`src/rtl/ro_pair_measure.sv`:
```
// Ring-oscillator pair measurement sequencer.
// Clears both RO counters, lets them run for a fixed window, waits for the
// ripple carries to settle, then samples and compares the two counts. The
// comparison produces a PUF response bit, a tie flag and the absolute
// difference.
module ro_pair_measure #(
    parameter int unsigned NUM_BITS      = 32,
    parameter int unsigned CLR_CYCLES    = 4,
    parameter int unsigned WINDOW_CYCLES = 1024,
    parameter int unsigned SETTLE_CYCLES = 4
) (
    input  logic                clk,
    input  logic                arst_n,
    input  logic                start,
    input  logic [NUM_BITS-1:0] count_a,
    input  logic [NUM_BITS-1:0] count_b,
    output logic                counter_arst,
    output logic                counter_enable,
    output logic                busy,
    output logic                response,
    output logic                tie,
    output logic [NUM_BITS-1:0] diff,
    output logic                response_valid
);

    localparam int unsigned MAX_AB = (CLR_CYCLES > WINDOW_CYCLES) ? CLR_CYCLES : WINDOW_CYCLES;
    localparam int unsigned MAX_C  = (MAX_AB > SETTLE_CYCLES) ? MAX_AB : SETTLE_CYCLES;
    localparam int unsigned PW     = $clog2(MAX_C + 1);

    localparam logic [PW-1:0] CLR_LAST    = PW'(CLR_CYCLES - 1);
    localparam logic [PW-1:0] WINDOW_LAST = PW'(WINDOW_CYCLES - 1);
    localparam logic [PW-1:0] SETTLE_LAST = PW'(SETTLE_CYCLES - 1);

    typedef enum logic [2:0] {
        IDLE,
        CLEAR,
        COUNT,
        SETTLE,
        SAMPLE,
        DONE
    } state_t;

    state_t        state;
    state_t        state_next;
    logic [PW-1:0] phase;
    logic [PW-1:0] phase_next;

    logic                a_gt_b;
    logic                a_eq_b;
    logic [NUM_BITS-1:0] abs_diff;

    // Unsigned compare and overflow-free magnitude of the live counts.
    always_comb begin
        a_gt_b   = (count_a > count_b);
        a_eq_b   = (count_a == count_b);
        abs_diff = (count_a >= count_b) ? (count_a - count_b) : (count_b - count_a);
    end

    // Next-state selection and phase counter update (phase restarts on every entry).
    always_comb begin
        state_next = state;
        case (state)
            IDLE:    if (start) state_next = CLEAR;
            CLEAR:   if (phase == CLR_LAST) state_next = COUNT;
            COUNT:   if (phase == WINDOW_LAST) state_next = SETTLE;
            SETTLE:  if (phase == SETTLE_LAST) state_next = SAMPLE;
            SAMPLE:  state_next = DONE;
            DONE:    state_next = IDLE;
            default: state_next = IDLE;
        endcase
        phase_next = ((state_next != state) || (state == IDLE)) ? '0 : phase + PW'(1);
    end

    // State and phase registers.
    always_ff @(posedge clk or negedge arst_n) begin
        if (!arst_n) begin
            state <= IDLE;
            phase <= '0;
        end else begin
            state <= state_next;
            phase <= phase_next;
        end
    end

    // Registered outputs, decoded from the state being entered so they line up with it.
    // The counts are sampled on the edge that ends SAMPLE; the result registers
    // themselves hold the captured comparison, visible during DONE and held afterwards.
    always_ff @(posedge clk or negedge arst_n) begin
        if (!arst_n) begin
            counter_arst   <= 1'b1;
            counter_enable <= 1'b0;
            busy           <= 1'b0;
            response_valid <= 1'b0;
            response       <= 1'b0;
            tie            <= 1'b0;
            diff           <= '0;
        end else begin
            counter_arst   <= (state_next == IDLE) || (state_next == CLEAR);
            counter_enable <= (state_next == COUNT);
            busy           <= (state_next != IDLE);
            response_valid <= (state_next == DONE);
            if (state == SAMPLE) begin
                response <= a_gt_b;
                tie      <= a_eq_b;
                diff     <= abs_diff;
            end
        end
    end

endmodule
```
`config.mk`:
```
export PLATFORM = sky130hd
export DESIGN_NAME = ro_pair_measure
export DESIGN_NICKNAME = d
export VERILOG_FILES = /design/src/rtl/ro_pair_measure.sv
export SDC_FILE = /design/constraint.sdc
export NUM_CORES = 1
export LEC_CHECK = 0
export ABC_AREA = 1
export CAP_MARGIN = 10
export CORE_MARGIN = 2
export CORE_UTILIZATION = 40
export DETAILED_ROUTE_END_ITERATION = 16
export GPL_TIMING_DRIVEN = 0
export SYNTH_ARGS = -nofsm -noshare
export SYNTH_HDL_FRONTEND = slang
export SYNTH_SLANG_ARGS = --single-unit
export TNS_END_PERCENT = 50
```
`constraint.sdc`:
```
create_clock -name clk -period 1.49 [get_ports clk]
set_input_delay 0.149 -clock clk [delete_from_list [all_inputs] [get_ports clk]]
set_output_delay 0.149 -clock clk [all_outputs]
set_load 0.02 [all_outputs]
```
# Word level (Yosys, flattened, before mapping)
# Cells that the tools add are included.
word_totals:
  regBits: 52
classes:
  add_sub_neg: 3
  order_cmp: 2
  n_eq_ne: 11
  n_mux: 7
  reduce_logical: 5
ops:
  columns: ["op", "n"]
  rows:
  - ["$sub 32x32->32", 2]
  - ["$eq 32x32->1", 1]
  - ["$ge 32x32->1", 1]
  - ["$gt 32x32->1", 1]
  - ["$mux 32", 1]
  - ["$pmux 3 s5", 1]
  - ["$mux 3", 4]
  - ["$add 11x1->11 const B", 1]
  - ["$eq 11x10->1 const B", 1]
  - ["$eq 11x2->1 const B", 1]
  - ["$mux 11", 1]
  - ["$eq 3x2->1 const B", 3]
  - ["$eq 3x1->1 const B", 2]
  - ["$eq 3x3->1 const B", 2]
  - ["$logic_not 3->1", 2]
  - ["$ne 3x3->1", 1]
  - ["$reduce_bool 3->1", 1]
  - ["$logic_or 1x1->1", 2]

# Logic depth before layout (Yosys ltp)
depth:
  word_depth: 6
  mapped_depth: 19
  depth_no_buf: 18

# Least setup slack after synthesis
# Ideal clock, no wire load.
synth_timing:
  kind: "input to register"
  startpoint: "input port count_a[0]"
  endpoint: "register diff[21]"
  setup_ns: 0.117
  arrival_time_ns: 1.870
  required_ns: 1.373
  path_slack_ns: -0.497
  path_stages: 18
  path_cell_list: "inv_1 > ha_1 > fa_1 > inv_1 > nand3_1 > nand3_1 > nand2_1 > nand2_1 > nand2_1 > nand2_1 > nand2_2 > nand3_4 > inv_2 > buf_6 > nand2_1 > nand2_1 > nand2_1 > nand2_1"
synth_between:
  elab_chain_cells: 2
  elab_cells_between_ends: 4
synth_rtl:
  columns: ["item", "line_no", "text"]
  rows:
  - ["start, declared", "15", "input logic [NUM_BITS-1:0] count_a,"]
  - ["$sub 32x32->32 / $ge 32x32->1 (equally long branches)", "56", "abs_diff = (count_a >= count_b) ? (count_a - count_b) : (count_b - count_a);"]
  - ["$mux 32 *", "56", null]
  - ["end signal, assigned", "105", "diff <= abs_diff;"]
  - ["end, declared", "22", "output logic [NUM_BITS-1:0] diff,"]
# Every way passes the cells marked *; elsewhere a longest branch is shown, timed or not.
# A chain may end at the register's enable or synchronous reset.

# Final worst setup path
layout_timing:
  startpoint: "input port count_a[0]"
  endpoint: "register diff[17]"
# Same word-level chain as after synthesis.

==> results.toml <==
[placement]
place.gp.congestion = 0.920
dp_hpwl_um = 17500
dp.cells = 1635
numPortBuffers = 104
dpl_cell_area_um2 = 8460

[yosys]
seq_area_frac_synth = 0.184
yosys.cell_types.count = 35
syn_nets = 1438
avgSynthCellArea_um2 = 5.42
synth_area_leaders = "nand2_1, dfrtp_1, inv_1"
yosysMostFrequentCell = "nand2_1"
synth_flop_cell = "dfrtp_1"
synth_commonest_cells = "nand2_1, inv_1, nor2_1, ha_1, nand3_1"
synthDominantCellAreaShare = 0.339
syn_area_um2 = 7080
synth-seq-cells = 52
async_reset_ff_frac = 1.00
ys_warn_count = 0
syn_inst = 1305
synth_edf_count = 0
yosys.area.top_type = "nand2_1"

[timing]
fmax_mhz = 533
tightest_slew_ns = 0.513
period_minus_slack_ns = 1.88
relSlewSlack = 0.658
rsz0062_at_grt = "true"
post-route-period-util = 1.26
finalSetupViolCount = 44
skew_ns = 0.00509
hold_viol_final = 0
fin_ws_ns = -0.387
slew_violations = 0

[floorplanning]
dieHeight_um = 137
num_io_pins = 105
die_w_um = 137
initial_core_util = 0.409
rows = 48
die-area_um2 = 18800
core_area_um2 = 17300

[global_route]
antenna_found_initial = 0
grt_pass1_wl_um = 37300
grt_start_max_net_pins = 32
track_usage = 0.252
overflow = 0
grt_pass1_vias = 7746

[outcome]
status = "finished, violations left"
violations = "negative setup slack"

[detailed_routing]
first_pass_iters = 5
viasPerCell = 4.68
dr_total_vias = 8125
wirelength_um = 23700
postRouteAntennaNets = 0
drc = 0
drt-initial-drc-count = 380
met2_length_um = 10900
wl_per_cell_um = 13.6
highest_layer = "met4"
wl_met1_um = 11000
wl_met3_um = 1110

[clocking]
cts.sinks = 52
ctsHtreeMaxLevel = 2
cts_made_buffers = 5
clockRootBuffer = "clkbuf_16"
cts_buffer_depth = 2
clock_latency_ns = 0.29
tritoncts = "built"
cts.clk_slew.worst_paths_ns = 0.06

[layout]
nFillCells = 1655
antenna_cells = 0
multi_input_area_um2 = 6030
nNetsFinal = 1643
design_area_um2 = 10800
drive_gt1_frac = 0.316
finish.utilization = 0.625
seqCellArea_um2 = 1300
area_growth_syn_to_layout_pct = 52.6
instances_no_fill = 1736

[critical_path]
crit_buf_inv = 5
critPathMaxStageDelay_ns = 0.39
end_kind = "register"
start_kind = "primary input"
slowest_stage = "fa_2"
crit_top_cell = "nand2_4"
crit_family = "simple AND/OR/NAND/NOR gates"
critical_path_required_ns = 1.72
crit_fanout = 7
critical_path_class = "primary input to register"
worstPathArrival_ns = 2.10
crit_chain = "buf_8, inv_8, ha_4, fa_2, inv_2, nand3_4, nand3_4, nand2_4, nand2_4, nand2_4, nand2_4, nand2_4, nand3_4, buf_12, buf_8, nand2_2, nand2_2, nand2_2, nand2_1"

[power_and_ir_drop]
irDropWorstVdd_mv = 1.28
p_leak_nw = 6.16
p_per_area_nw_per_um2 = 948

[min_path]
hold_path_class = "primary input to register"

[run]
drv_cap = 0
logic make-up after synthesis:
family / after synthesis / synth area share
compound gates: 55 / 0.0414
buf+inv: 297 / 0.165
fa+ha+maj: 66 / 0.119
flops: 52 / 0.184
simple gates: 799 / 0.446
xor+xnor: 36 / 0.0445
final timing paths:
check,start,end,slack (ns),depth (start not counted)
worst min-delay path,count_b[0],diff[0],0.21,3
worst min register to register,diff[8],diff[8],0.47,2
worst max-delay path,count_a[0],diff[17],-0.39,19
min in group asynchronous,arst_n,diff[5],0.36,2
max in group asynchronous,arst_n,counter_arst,0.52,3
worst max register to register,state[0],phase[4],-0.15,7
worst reg2reg max path, cell delays in order (launching register included):
cell and delay, ns:
dfrtp_1 0.43, inv_1 0.18, nand3_1 0.19, nor3_2 0.23, a21boi_4 0.10, a31oi_4 0.17
buf_6 0.17, nor3b_1 0.06
power breakdown:
group / total (mW) / switching (mW) / internal [mW] / leakage (nW)
logic: 6.63 / 3.76 / 2.87 / 5.44
registers: 2.42 / 0.411 / 2.01 / 0.647
clock network: 1.19 / 0.476 / 0.715 / 0.0772
layout make-up:
type,instances,area share
multi-input cells,956,0.558
well taps,225,0.0261
plain buffers,18,0.0181
repair buffers,208,0.165
clock buffers,8,0.0145
inverters,269,0.0969
flip-flops and latches,52,0.121
flip-flops by register name, summed over array words and instances (netlist names):
name            cells
busy                1
counter_arst        1
counter_enable      1
diff               32
phase              11
response            1
response_valid      1
state               3
tie                 1
per-stage QoR:
step	setup TNS [ns]	hold slack, ns	power, mW	setup WS, ns
2_1_floorplan	-11.14	-0.147	5.43	-0.318
3_3_place_gp	-113.96	0.454	7.49	-1.38
3_5_place_dp	-50.61	0.146	7.52	-1.41
4_1_cts	-9.94	0.203	9.92	-0.347
5_1_grt	-15.74	0.213	11.0	-0.471
6_report	-11.98	0.207	10.2	-0.387
cell usage in the layout, fill, tap and decap left out, types with 14 or more instances in the layout:
cell,n
nand2_1,498
inv_1,215
buf_4,93
nand2_2,90
nand2_4,53
nor2_1,50
dfrtp_1,50
inv_2,45
nand3_1,43
clkdlybuf4s50_1,38
ha_4,32
buf_2,32
xor2_1,31
ha_1,28
a21oi_1,24
nor2_4,18
a21oi_2,15
nand4_1,14
what timing repair did:
action	4_1_cts	5_1_grt
pin swaps	117	71
resized for setup	535	107
gates cloned	5	0
setup buffers	89	10
hold endpoints to repair	21	0
hold buffers	1	0
setup endpoints to repair	51	49
metal layers:
layer  track usage  vias up
li1              -     4250
met2         0.429      233
met5             0        -
met1         0.346     3608
met3        0.0104       34
met4        0.0739        0
Power figures use the tool's default switching activity.
